**src/rtl/hazard_scoreboard_if.sv**
```systemverilog
// Decode-side bundle between the decode stage and the RAW hazard scoreboard.
interface hazard_scoreboard_if #(
  parameter int unsigned CNT_W = 16
);
  localparam int unsigned REG_W = 4;

  logic             id_valid;
  logic [REG_W-1:0] id_src1;
  logic [REG_W-1:0] id_src2;
  logic             id_two_src;
  logic             id_ignore_hazard;
  logic             id_wb_en;
  logic             id_mem_read;
  logic [REG_W-1:0] id_dest;
  logic             exe_branch_taken;
  logic             mem_stall;
  logic             hazard;
  logic             freeze;
  logic             flush;
  logic [CNT_W-1:0] stall_count;

  modport master (
    output id_valid, id_src1, id_src2, id_two_src, id_ignore_hazard,
           id_wb_en, id_mem_read, id_dest, exe_branch_taken, mem_stall,
    input  hazard, freeze, flush, stall_count
  );

  modport slave (
    input  id_valid, id_src1, id_src2, id_two_src, id_ignore_hazard,
           id_wb_en, id_mem_read, id_dest, exe_branch_taken, mem_stall,
    output hazard, freeze, flush, stall_count
  );
endinterface

```
**src/rtl/hazard_scoreboard.sv**
```systemverilog
// Tracks destinations in flight in EXE/MEM/WB and raises the decode RAW stall,
// plus freeze/flush pass-through and a saturating stall-cycle counter.
module hazard_scoreboard #(
  parameter bit          FORWARDING_EN = 1'b0,
  parameter bit          WB_BYPASS     = 1'b1,
  parameter int unsigned CNT_W         = 16
) (
  input logic               clk,
  input logic               rst,
  hazard_scoreboard_if.slave bus
);
  localparam int unsigned REG_W = 4;

  typedef struct packed {
    logic             valid;
    logic             wb_en;
    logic             mem_read;
    logic [REG_W-1:0] dest;
  } slot_t;

  slot_t            s_exe;
  slot_t            s_mem;
  slot_t            s_wb;
  logic [CNT_W-1:0] count;

  logic hazard_c;
  logic flush_c;
  logic raw1;
  logic raw2;

  function automatic logic hit(input slot_t s, input logic [REG_W-1:0] r);
    return s.valid & s.wb_en & (s.dest == r);
  endfunction

  // With forwarding only a load still sitting in EXE cannot be bypassed in time.
  function automatic logic raw(input logic [REG_W-1:0] r);
    logic exe_m;
    logic mem_m;
    logic wb_m;
    exe_m = hit(s_exe, r) & (!FORWARDING_EN || s_exe.mem_read);
    mem_m = !FORWARDING_EN && hit(s_mem, r);
    wb_m  = !FORWARDING_EN && !WB_BYPASS && hit(s_wb, r);
    return exe_m | mem_m | wb_m;
  endfunction

  always_comb begin
    raw1     = raw(bus.id_src1);
    raw2     = bus.id_two_src & raw(bus.id_src2);
    hazard_c = bus.id_valid & ~bus.id_ignore_hazard & (raw1 | raw2);
    flush_c  = bus.exe_branch_taken & ~bus.mem_stall;
  end

  assign bus.hazard      = hazard_c;
  assign bus.freeze      = bus.mem_stall;
  assign bus.flush       = flush_c;
  assign bus.stall_count = count;

  // Slots advance only when memory is ready; stalls and flushes inject bubbles.
  always_ff @(posedge clk) begin
    if (rst) begin
      s_exe <= '0;
      s_mem <= '0;
      s_wb  <= '0;
      count <= '0;
    end else if (!bus.mem_stall) begin
      s_wb           <= s_mem;
      s_mem          <= s_exe;
      s_exe.valid    <= bus.id_valid & ~hazard_c & ~flush_c;
      s_exe.wb_en    <= bus.id_wb_en;
      s_exe.mem_read <= bus.id_mem_read;
      s_exe.dest     <= bus.id_dest;
      if (hazard_c && (count != '1)) begin
        count <= count + CNT_W'(1);
      end
    end
  end
endmodule

```
**src/flat_wrapper.sv**
```systemverilog
// flat-port wrapper written by rule: the top's interface ports become plain ports
module hazard_scoreboard_flat 
#(
  parameter bit          FORWARDING_EN = 1'b0,
  parameter bit          WB_BYPASS     = 1'b1,
  parameter int unsigned CNT_W         = 16
)
  (clk, rst, bus_id_valid, bus_id_src1, bus_id_src2, bus_id_two_src, bus_id_ignore_hazard, bus_id_wb_en, bus_id_mem_read, bus_id_dest, bus_exe_branch_taken, bus_mem_stall, bus_hazard, bus_freeze, bus_flush, bus_stall_count);
  hazard_scoreboard_if #(.CNT_W(CNT_W)) bus_i ();
  input logic clk;
  input logic rst;
  input wire logic [$bits(bus_i.id_valid)-1:0] bus_id_valid;
  input wire logic [$bits(bus_i.id_src1)-1:0] bus_id_src1;
  input wire logic [$bits(bus_i.id_src2)-1:0] bus_id_src2;
  input wire logic [$bits(bus_i.id_two_src)-1:0] bus_id_two_src;
  input wire logic [$bits(bus_i.id_ignore_hazard)-1:0] bus_id_ignore_hazard;
  input wire logic [$bits(bus_i.id_wb_en)-1:0] bus_id_wb_en;
  input wire logic [$bits(bus_i.id_mem_read)-1:0] bus_id_mem_read;
  input wire logic [$bits(bus_i.id_dest)-1:0] bus_id_dest;
  input wire logic [$bits(bus_i.exe_branch_taken)-1:0] bus_exe_branch_taken;
  input wire logic [$bits(bus_i.mem_stall)-1:0] bus_mem_stall;
  output wire logic [$bits(bus_i.hazard)-1:0] bus_hazard;
  output wire logic [$bits(bus_i.freeze)-1:0] bus_freeze;
  output wire logic [$bits(bus_i.flush)-1:0] bus_flush;
  output wire logic [$bits(bus_i.stall_count)-1:0] bus_stall_count;
  assign bus_i.id_valid = bus_id_valid;
  assign bus_i.id_src1 = bus_id_src1;
  assign bus_i.id_src2 = bus_id_src2;
  assign bus_i.id_two_src = bus_id_two_src;
  assign bus_i.id_ignore_hazard = bus_id_ignore_hazard;
  assign bus_i.id_wb_en = bus_id_wb_en;
  assign bus_i.id_mem_read = bus_id_mem_read;
  assign bus_i.id_dest = bus_id_dest;
  assign bus_i.exe_branch_taken = bus_exe_branch_taken;
  assign bus_i.mem_stall = bus_mem_stall;
  assign bus_hazard = bus_i.hazard;
  assign bus_freeze = bus_i.freeze;
  assign bus_flush = bus_i.flush;
  assign bus_stall_count = bus_i.stall_count;
  hazard_scoreboard #(.FORWARDING_EN(FORWARDING_EN), .WB_BYPASS(WB_BYPASS), .CNT_W(CNT_W)) u_core (.clk(clk), .rst(rst), .bus(bus_i));
endmodule
```
**config.mk**
```make
export PLATFORM = sky130hd
export DESIGN_NAME = hazard_scoreboard_flat
export DESIGN_NICKNAME = d
export VERILOG_FILES = /design/src/rtl/hazard_scoreboard_if.sv /design/src/rtl/hazard_scoreboard.sv /design/src/flat_wrapper.sv
export SDC_FILE = /design/constraint.sdc
export NUM_CORES = 1
export LEC_CHECK = 0
export BUFFER_PORTS_ARGS = -buffer_cell sky130_fd_sc_hd__buf_2
export CAP_MARGIN = 30
export CORE_ASPECT_RATIO = 0.7
export CORE_MARGIN = 3
export CORE_UTILIZATION = 50
export DETAILED_ROUTE_END_ITERATION = 10
export MAX_ROUTING_LAYER = met4
export PLACE_DENSITY = 0.78
export SLEW_MARGIN = 30
export SYNTH_ARGS = -nofsm -noshare
export SYNTH_HDL_FRONTEND = slang
export SYNTH_SLANG_ARGS = --single-unit
```
**constraint.sdc**
```tcl
create_clock -name clk -period 4.4 [get_ports clk]
set_input_delay 0.44 -clock clk [delete_from_list [all_inputs] [get_ports clk]]
set_output_delay 0.44 -clock clk [all_outputs]
set_load 0.1 [all_outputs]
```
Yosys cells after proc, flatten, opt, wreduce, memory -nomap -nowiden
Cells that the tools add are included.
{"block": "op_classes", "addsub": 1, "n_eq_ne": 5, "bitwise_logic": 19, "reduce_logical": 2}
{"operator": "$add 16x1->16 const B", "count": 1}
{"operator": "$eq 4x4->1", "count": 4}
{"operator": "$ne 16x16->1 const B", "count": 1}
{"operator": "$and 1x1->1", "count": 12}
{"operator": "$not 1->1", "count": 4}
{"operator": "$or 1x1->1", "count": 3}
{"operator": "$reduce_and 2->1", "count": 1}
{"operator": "$logic_and 1x1->1", "count": 1}
{"block": "totals", "register_bits": 28, "output_inout_bits": 19}

Logic depth before layout (Yosys ltp)
Gate-level depths: netlist of run 1.
{"block": "depth", "word_depth": 9, "depth_mapped": 8}

Worst setup path before layout of run 1
No wires, ideal clock.
{"block": "synth_timing", "kind": "input-to-output", "from": "input bus_id_src2[0]", "to": "output bus_hazard", "arrival_time_ns": 2.628, "required_time_ns": 3.960, "path_slack_ns": 1.332, "stages": 5, "path_buffers": 1, "cell_sequence": "xor2_1 -> o41ai_4 -> nor2_2 -> buf_6 -> nor2b_1"}
{"block": "synth_between", "elab_chain_cells": 6}
{"item": "start: declaration", "line": "flat_wrapper.sv:14", "source": "input wire logic [$bits(bus_i.id_src2)-1:0] bus_id_src2;"}
{"item": "$eq 4x4->1", "line": "hazard_scoreboard.sv:32", "source": "return s.valid & s.wb_en & (s.dest == r);"}
{"item": "$and 1x1->1", "line": "hazard_scoreboard.sv:32"}
{"item": "$or 1x1->1 (*)", "line": "hazard_scoreboard.sv:43", "source": "return exe_m | mem_m | wb_m;"}
{"item": "$and 1x1->1 (*)", "line": "hazard_scoreboard.sv:48", "source": "raw2 = bus.id_two_src & raw(bus.id_src2);"}
{"item": "$or 1x1->1 (*)", "line": "hazard_scoreboard.sv:49", "source": "hazard_c = bus.id_valid & ~bus.id_ignore_hazard & (raw1 | raw2);"}
{"item": "$and 1x1->1 (*)", "line": "hazard_scoreboard.sv:49"}
{"item": "end: declaration", "line": "flat_wrapper.sv:22", "source": "output wire logic [$bits(bus_i.hazard)-1:0] bus_hazard;"}
Mark *: on every way between the ends. The rest lies on a longest branch, timed or not.

Worst setup path after layout of run 1
{"block": "layout_timing", "from": "register u_core.s_mem[1] in the netlist's numbering", "to": "output bus_hazard"}
{"block": "layout_between", "elab_chain_cells": 6}
{"item": "start: declaration", "line": "hazard_scoreboard.sv:22", "source": "slot_t s_mem;"}
{"item": "start signal: assignment", "line": "hazard_scoreboard.sv:62", "source": "s_mem <= '0;"}
{"item": "start signal: assignment", "line": "hazard_scoreboard.sv:67", "source": "s_mem <= s_exe;"}
{"item": "$eq 4x4->1", "line": "hazard_scoreboard.sv:32"}
{"item": "$and 1x1->1", "line": "hazard_scoreboard.sv:32"}
{"item": "$or 1x1->1", "line": "hazard_scoreboard.sv:43"}
{"item": "$and 1x1->1", "line": "hazard_scoreboard.sv:48"}
{"item": "$or 1x1->1 (*)", "line": "hazard_scoreboard.sv:49"}
{"item": "$and 1x1->1 (*)", "line": "hazard_scoreboard.sv:49"}
Marked as above.

==> flow_summary.toml, run 1 <==
[worst_setup_path]
arrival_ns = 2.19
cp_max_fo = 11
cp-start-kind = "flip-flop"
cp.required_ns = 3.96
critical_path_class = "reg -> out"
cp-end-kind = "primary output"

[synthesis]
synthFlopType = "dfxtp_1"
synth-edff-count = 0
synth_seq_area_share_pct = 37.8
syn_area_um2 = 1480
ys_top_cells_by_area = "dfxtp_1 38%, xor2_1 8.9%, mux2i_1 8.1%"
yosysWarnings = 0
syn_nets = 185
synth_cells = 163
yosysTopAreaCell = "dfxtp_1"
async_reset_ff_share_pct = 0
synth-seq-cells = 28
synth_top_area_share_pct = 37.8
avgSynthCellArea_um2 = 9.09
synth.distinct_cells = 34

[cells_and_area]
antenna_cells = 0
nFillCells = 247
drive_gt1_share_pct = 25.4
fin_nets = 220
multi_input_area_um2 = 865
area_growth_pct = 16.1
final_util_pct = 65.5
register_area_um2 = 561

[global_routing]
grt_max_degree = 32
grt_pass1_vias = 1280
overflow = 0
grt_usage_pct = 19.7
grt_pass1_wl_um = 5620
antenna_found_initial = 0

[place]
dp_hpwl_um = 2490
place_ws_ns = 1.88
gp_congestion = 0.866
portBuffers = 38

[power_and_ir_drop]
pwr_density_cell_nw_per_um2 = 275
total_power_mw = 0.474
p_leak_nw = 0.747
peakVddDrop_mv = 0.166

[sta]
max_freq_mhz = 380
relSlewSlack_pct = 62.8
finalWorstSetupSlack_ns = 1.77
tightest_slew_ns = 0.559
hold_viol = 0
grt_setup_unrepaired = "false"
finalSetupTns_ns = 0
period_share_pct = 59.9
skew_ns = 0.00962
setup_viol = 0
slew_violations = 0
fin_crit_ns = 2.63

[floorplanning]
die_w_um = 71.1
start_util_pct = 56.4
die_y_um = 51.5
io_pins = 40
row_count = 15
die_area_um2 = 3660
core_area_um2 = 2630

[routing]
dr.pass1.iters = 4
route.detailed.drc = 0
final_antenna_net_count = 0
num_vias = 1302
first_iter_violations = 91
detail_route.wl_per_cell_um = 14.3
routed_wl_um = 3310
viasPerCell = 5.64

[clocking]
clk_latency_ns = 0.28
cts.sinks = 28
cts_htree_levels = 1
numCtsBuffers = 3
clk_pin_slew_ns = 0.10
cts_resized = 0
clockBufferDepth = 2
cts_tree = "yes"
cts_hold_buffers = 0
post-cts-setup-buffer-count = 0
cts_root_buf = "clkbuf_8"

[hold_path]
holdCritPathClass = "in -> reg"

[run_status]
run_status = "complete, no violations"

[job]
cap_violations = 0
==> worst max-delay path: stages (launching register included) <==
cell and delay [ns]:
dfxtp_1 0.41, xnor2_1 0.15, nand4_1 0.17, o41ai_4 0.37
nor2_2 0.18, nor2b_1 0.20, buf_2 0.45
==> routing by layer <==
metal | GRT usage, % | part of all wire [%] | vias up
met5 | - | 0 | -
met4 | 6.56 | 0.76 | 0
met3 | 5.41 | 6.9 | 4
met2 | 30.8 | 46 | 45
met1 | 25.0 | 47 | 601
li1 | - | - | 652
==> power by group <==
group | internal [mW] | switching [mW]
clock | 0.0801 | 0.0773
sequential | 0.258 | 0.00636
combinational | 0.0201 | 0.0316
==> registers in the layout, summed over array words and instances, names as in the netlist <==
name,cells
u_core.s_exe,6
u_core.s_mem,6
u_core.bus.stall_count,16
==> stage by stage <==
step / cells / hold WS [ns] / instance area [um2]
6_report: 231 / 0.387 / 1720
2_1_floorplan: 163 / 0.481 / 1480
4_1_cts: 231 / 0.390 / 1720
5_1_grt: 231 / 0.382 / 1720
3_3_place_gp: 227 / 0.477 / 1670
3_5_place_dp: 227 / 0.495 / 1670
==> layout by cell type (no fill, tap or decap), types with 4 or more instances in the layout <==
cell	netlist	layout
o21ai_0	4	4
clkbuf_8	0	4
xor2_1	15	15
or4_1	4	4
o21ai_1	4	4
nor2_1	18	18
nand3_1	4	4
or3_1	7	7
nand4_1	8	8
a21oi_1	10	10
mux2i_1	12	12
xnor2_1	4	4
nand2_1	9	9
buf_2	0	38
nor2b_1	5	5
dfxtp_1	28	28
==> cells in the mapped netlist, types with 2 or more instances <==
cell type  count
inv_1          2
or3_1          7
xnor2_1        4
mux2i_1       12
clkbuf_1       5
o41ai_4        2
nand3_1        4
buf_6          2
nor2_1        18
nor3_1         3
nand2_1        9
o31ai_1        3
o21ai_1        4
nor2b_1        5
nand4_1        8
or4_1          4
dfxtp_1       28
xor2_1        15
o21ai_0        4
a21oi_1       10
==> cell families (layout without fill, tap and decap cells) <==
| kind of cell | count (synthesis) | after routing | synth area share [%] |
|---|---|---|---|
| fa+ha+maj | 1 | 1 | 0.844 |
| xor+xnor | 19 | 19 | 11.2 |
| simple gates | 64 | 64 | 23.1 |
| flops | 28 | 28 | 37.8 |
| buf+inv | 10 | 44 | 3.80 |
| compound gates | 28 | 28 | 14.3 |
| mux | 13 | 13 | 8.87 |
==> final cells by class <==
cell class	instances	area share, %
clock buffer	4	3.20
inverter	2	0.436
multi-input combinational	125	50.3
tap	34	2.47
sequential	28	32.6
timing repair buffer	38	11.1
==> path summary, 6_finish.rpt <==
check	start	end	slack (ns)	cells past startpoint
hold reg to reg	u_core.bus.stall_count[5]	u_core.bus.stall_count[5]	0.51	2
setup / recovery	u_core.s_mem[1]	bus_hazard	1.77	6
setup reg to reg	u_core.bus.stall_count[0]	u_core.bus.stall_count[12]	2.18	7
hold / removal	bus_id_dest[3]	u_core.s_exe[3]	0.39	3
Power figures use the tool's default switching activity.
==> inputs of run 2 (changes only) <==
- CORE_UTILIZATION: 50 -> 46
- PLACE_DENSITY: 0.78 -> 0.75
- clock period: 4.4 -> 2.4 ns (I/O delays scaled with it)
==> run 2 against run 1 <==
Effect of this change: clock power grew 82%; non-clock buffer count grew 1; setup slack worse by 1.6 ns; via count shrank 0.77%; clock skew is 0.0026 ns lower; sequential power up 83%; sequential share of layout area is 0.20 points higher; first-iteration DRC count is 41% lower; die area grew 7.8%; total power grew 82%; critical path type unchanged; critical endpoint unchanged; largest cell class unchanged.
==> flow_summary.toml, run 2 (synthesized netlist as in run 1, its figures left out) <==
[global_routing]
antenna_found_initial = 0
grt_max_degree = 32
overflow = 0
grt_pass1_vias = 1096
grt_usage_pct = 16.5
grt_pass1_wl_um = 4890

[cells_and_area]
area_growth_pct = 18.0
fin_nets = 221
largest_reg_flops = 16
nFillCells = 269
antenna_cells = 0
final_cell_mix = "37 x buf_2, 18 x nor2_1, 18 x dfxtp_1"
drive_gt1_share_pct = 31.3
final_common_cell = "buf_2"

[clocking]
cts_htree_levels = 1
clockBufferDepth = 2
cts_tree = "yes"
clk_latency_ns = 0.27
numCtsBuffers = 3
cts.sinks = 28
cts_root_buf = "clkbuf_8"
clk_pin_slew_ns = 0.09

[worst_setup_path]
critical_path_class = "reg -> out"
path_cells = "xnor2_1, nand4_1, o41ai_4, nor2_2, nor2b_2, buf_4"
cp.buffers_inverters = 1
cp-end-kind = "primary output"
cpPeakStageDelay_ns = 0.41
cp.required_ns = 2.16
critPathTopFamily = "simple AND/OR/NAND/NOR gates"
slowest_stage = "dfxtp_1"
cp-start-kind = "flip-flop"
cp_max_fo = 11
arrival_ns = 1.97

[routing]
num_vias = 1292
dr.pass1.iters = 4
routed_wl_um = 3210
route.detailed.drc = 0
viasPerCell = 5.52
first_iter_violations = 54
detail_route.wl_per_cell_um = 13.7
final_antenna_net_count = 0

[sta]
period_share_pct = 92.1
tightest_slew_ns = 0.564
grt_setup_unrepaired = "false"
finalWorstSetupSlack_ns = 0.189
finalSetupTns_ns = 0
setup_viol = 0
max_freq_mhz = 452
fin_crit_ns = 2.21
slew_violations = 0
relSlewSlack_pct = 62.4
skew_ns = 0.00698
hold_viol = 0

[floorplanning]
io_pins = 40
die_w_um = 73.8
start_util_pct = 50.7
core_area_um2 = 2920
die_area_um2 = 3950
row_count = 16
die_y_um = 53.5

[power_and_ir_drop]
pwr_density_cell_nw_per_um2 = 494
p_leak_nw = 0.760
peakVddDrop_mv = 0.369

[hold_path]
holdCritPathClass = "in -> reg"

[job]
cap_violations = 0

[place]
portBuffers = 38
dp_hpwl_um = 2410
gp_congestion = 0.880
place_ws_ns = 0.235

[run_status]
run_status = "complete, no violations"
-- run 2: path summary, 6_finish.rpt --
| path | from | endpoint | slack (ns) | cells past startpoint |
|---|---|---|---|---|
| worst max-delay path | u_core.s_exe[1] | bus_hazard | 0.19 | 6 |
| worst min-delay path | bus_id_dest[0] | u_core.s_exe[0] | 0.19 | 3 |
| worst max register to register | u_core.bus.stall_count[7] | u_core.bus.stall_count[12] | 0.21 | 7 |
| worst min register to register | u_core.bus.stall_count[5] | u_core.bus.stall_count[5] | 0.49 | 2 |
-- run 2: power breakdown --
| part | leakage (nW) | internal, mW | switching [mW] |
|---|---|---|---|
| sequential | 0.232 | 0.473 | 0.0112 |
| clock | 0.0288 | 0.147 | 0.139 |
| combinational | 0.499 | 0.0370 | 0.0560 |
-- run 2: cell type report --
| type | instances | area (um2) | share of cell area, % |
|---|---|---|---|
| Inverter | 2 | 7.51 | 0.429 |
| Timing Repair Buffer | 39 | 200 | 11.5 |
| Tap cell | 36 | 45.0 | 2.58 |
| Sequential cell | 28 | 573 | 32.8 |
| Clock buffer | 4 | 55.1 | 3.15 |
| Multi-Input combinational cell | 125 | 867 | 49.6 |
-- run 2: through the flow --
step / total power, mW / instance area (um2) / hold WS, ns / util (%) / instances
3_3_place_gp: 0.585 / 1680 / 0.468 / 57.6 / 229
2_1_floorplan: 0.559 / 1500 / 0.384 / - / 163
6_report: 0.863 / 1750 / 0.192 / 59.8 / 234
4_1_cts: 0.875 / 1740 / 0.190 / 59.5 / 233
5_1_grt: 0.901 / 1750 / 0.205 / 59.8 / 234
3_5_place_dp: 0.589 / 1680 / 0.479 / 57.6 / 229
-- run 2: worst register-to-register path: stages (launching register included) --
cell	delay, ns
dfxtp_2	0.39
nand4_1	0.21
nor3_1	0.40
a31oi_2	0.19
and2_1	0.23
o21ai_2	0.24
nor4_1	0.11
mux2_1	0.32
-- run 2: metal layers --
layer  global-route usage [%]  vias to the layer above  routed length [um]  part of all wire [%]
met5                        -                        -                   0                     0
met3                     4.55                        2                 213                   6.6
met2                     25.9                       38                1480                    46
met1                     21.2                      597                1510                    47
met4                     3.92                        0                  14                  0.44
li1                         -                      655                   -                     -
-- run 2: repair_timing --
| item | 4_1_cts | 5_1_grt |
|---|---|---|
| gates resized for setup | 0 | 2 |
| setup endpoints to repair | 0 | 1 |
| setup buffers | 0 | 1 |
| hold buffers | 0 | 0 |
==> inputs of run 3 (changes only) <==
- CORE_MARGIN: 3 -> 2
==> run 3 against run 2 <==
Effect of this change: register-to-register slack better by 0.06 ns; sequential power hardly changed; total power is 4.8% lower; critical path type unchanged; routed wire length is 8.8% lower; highest routed layer unchanged; critical endpoint unchanged; global-route usage is 0.86 points higher; flip-flop and latch count stayed put; cell count is 0.43% higher.
==> flow_summary.toml, run 3 (synthesized netlist as in run 1, its figures left out) <==
[routing]
dr.pass1.iters = 4
routed_wl_um = 2930
route.detailed.drc = 0
num_vias = 1266
final_antenna_net_count = 0
detail_route.wl_per_cell_um = 12.5
first_iter_violations = 46
viasPerCell = 5.39

[floorplanning]
io_pins = 40
core_area_um2 = 3110
row_count = 17
die_w_um = 71.8
start_util_pct = 47.7
die_y_um = 51.5
die_area_um2 = 3700

[place]
portBuffers = 38
dp_hpwl_um = 2150
gp_congestion = 0.818
dp.cells = 232

[cells_and_area]
fin_nets = 221
largest_reg_flops = 16
final_cell_mix = "37 x buf_2, 18 x nor2_1, 18 x dfxtp_1"
nFillCells = 283
drive_gt1_share_pct = 31.0
final_util_pct = 55.9
antenna_cells = 0
final_common_cell = "buf_2"
stdcell_count = 235
area_growth_pct = 17.2

[global_routing]
grt_usage_pct = 17.4
grt_pass1_wl_um = 4860
antenna_found_initial = 0
grt_max_degree = 32
overflow = 0
grt_pass1_vias = 1104

[sta]
relSlewSlack_pct = 63.2
holdWs_ns = 0.200
hold_viol = 0
setup_viol = 0
slew_violations = 0
finalSetupTns_ns = 0
skew_ns = 0.00257
fin_crit_ns = 2.26
period_share_pct = 94.2
tightest_slew_ns = 0.552
grt_setup_unrepaired = "false"
max_freq_mhz = 442

[worst_setup_path]
r2r_slack_ns = 0.27
path_cells = "xnor2_1, nand4_1, o41ai_4, nor2_2, nor2b_2, clkbuf_4"
arrival_ns = 2.02
reg2reg_depth = 7
cp-end-kind = "primary output"
critical_path_class = "reg -> out"
r2r-end = "u_core.bus.stall_count[12]"
cpPeakStageDelay_ns = 0.42
cp-start-kind = "flip-flop"
cp_max_fo = 11
cp.required_ns = 2.16
worstReg2RegStart = "u_core.bus.stall_count[0]"
slowest_stage = "dfxtp_1"

[power_and_ir_drop]
total_power_mw = 0.821
pwr_density_cell_nw_per_um2 = 473
p_leak_nw = 0.749
peakVddDrop_mv = 0.276

[job]
cap_violations = 0

[hold_path]
holdPathStages = 3
holdCritPathClass = "in -> reg"
hold_path_startpoint = "bus_id_dest[2]"
holdPathEnd = "u_core.s_exe[2]"

[run_status]
run_status = "complete, no violations"

[clocking]
cts.sinks = 28
post-cts-setup-buffer-count = 0
clk_pin_slew_ns = 0.08
cts_tree = "yes"
clk_latency_ns = 0.27
cts_htree_levels = 1
clockBufferDepth = 2
numCtsBuffers = 3
cts_root_buf = "clkbuf_8"
## run 3: cell count changes in the layout (fill, tap and decap cells not counted)
cell,before,now
buf_4,2,1
clkbuf_4,0,1
clkbuf_8,4,3
## run 3: per-layer routing
layer | GRT usage, % | share of wire, %
met1 | 24.1 | 52
met2 | 25.3 | 42
met3 | 4.73 | 5.2
met4 | 4.09 | 0.27
met5 | - | 0
## run 3: how the worst max path moves through the flow
stage	startpoint	to	slack, ns
2_1_floorplan	u_core.bus.stall_count[11]	u_core.bus.stall_count[1]	0.02
3_3_place_gp	u_core.bus.stall_count[0]	u_core.bus.stall_count[12]	0.29
3_5_place_dp	u_core.bus.stall_count[0]	u_core.bus.stall_count[12]	0.28
4_1_cts	u_core.s_exe[1]	bus_hazard	0.03
5_1_grt	u_core.s_exe[1]	bus_hazard	0.007
6_report	u_core.s_exe[1]	bus_hazard	0.14
## run 3: what timing repair did
action,CTS,global route
endpoints found under the setup margin,0,1
gates resized for setup,0,1
hold buffers,0,0
## run 3: through the flow
step | setup slack, ns | area [um2]
after floorplan | 0.0159 | 1500
after global placement | 0.292 | 1690
after detailed placement | 0.278 | 1690
after CTS | 0.0330 | 1730
after global routing | 0.00673 | 1740
final | 0.139 | 1740
## run 3: critical path: cells and delay by family (launching register included)
family / cells / cell delay [ns]
flops: 1 / 0.42
buf+inv: 1 / 0.34
xor+xnor: 1 / 0.15
compound gates: 1 / 0.36
simple gates: 3 / 0.49
## run 3: area by class of cell
type / instances / area (um2) / area share [%]
well taps: 38 / 47.5 / 2.74
inverters: 2 / 7.51 / 0.432
clock buffers: 3 / 41.3 / 2.38
flip-flops and latches: 28 / 573 / 33.0
multi-input cells: 125 / 867 / 49.9
repair buffers: 39 / 200 / 11.5
## run 3: report_power, final
| part | switching [mW] | internal [mW] | leakage (nW) |
|---|---|---|---|
| Sequential | 0.0111 | 0.473 | 0.232 |
| Combinational | 0.0565 | 0.0380 | 0.496 |
| Clock | 0.131 | 0.112 | 0.0216 |
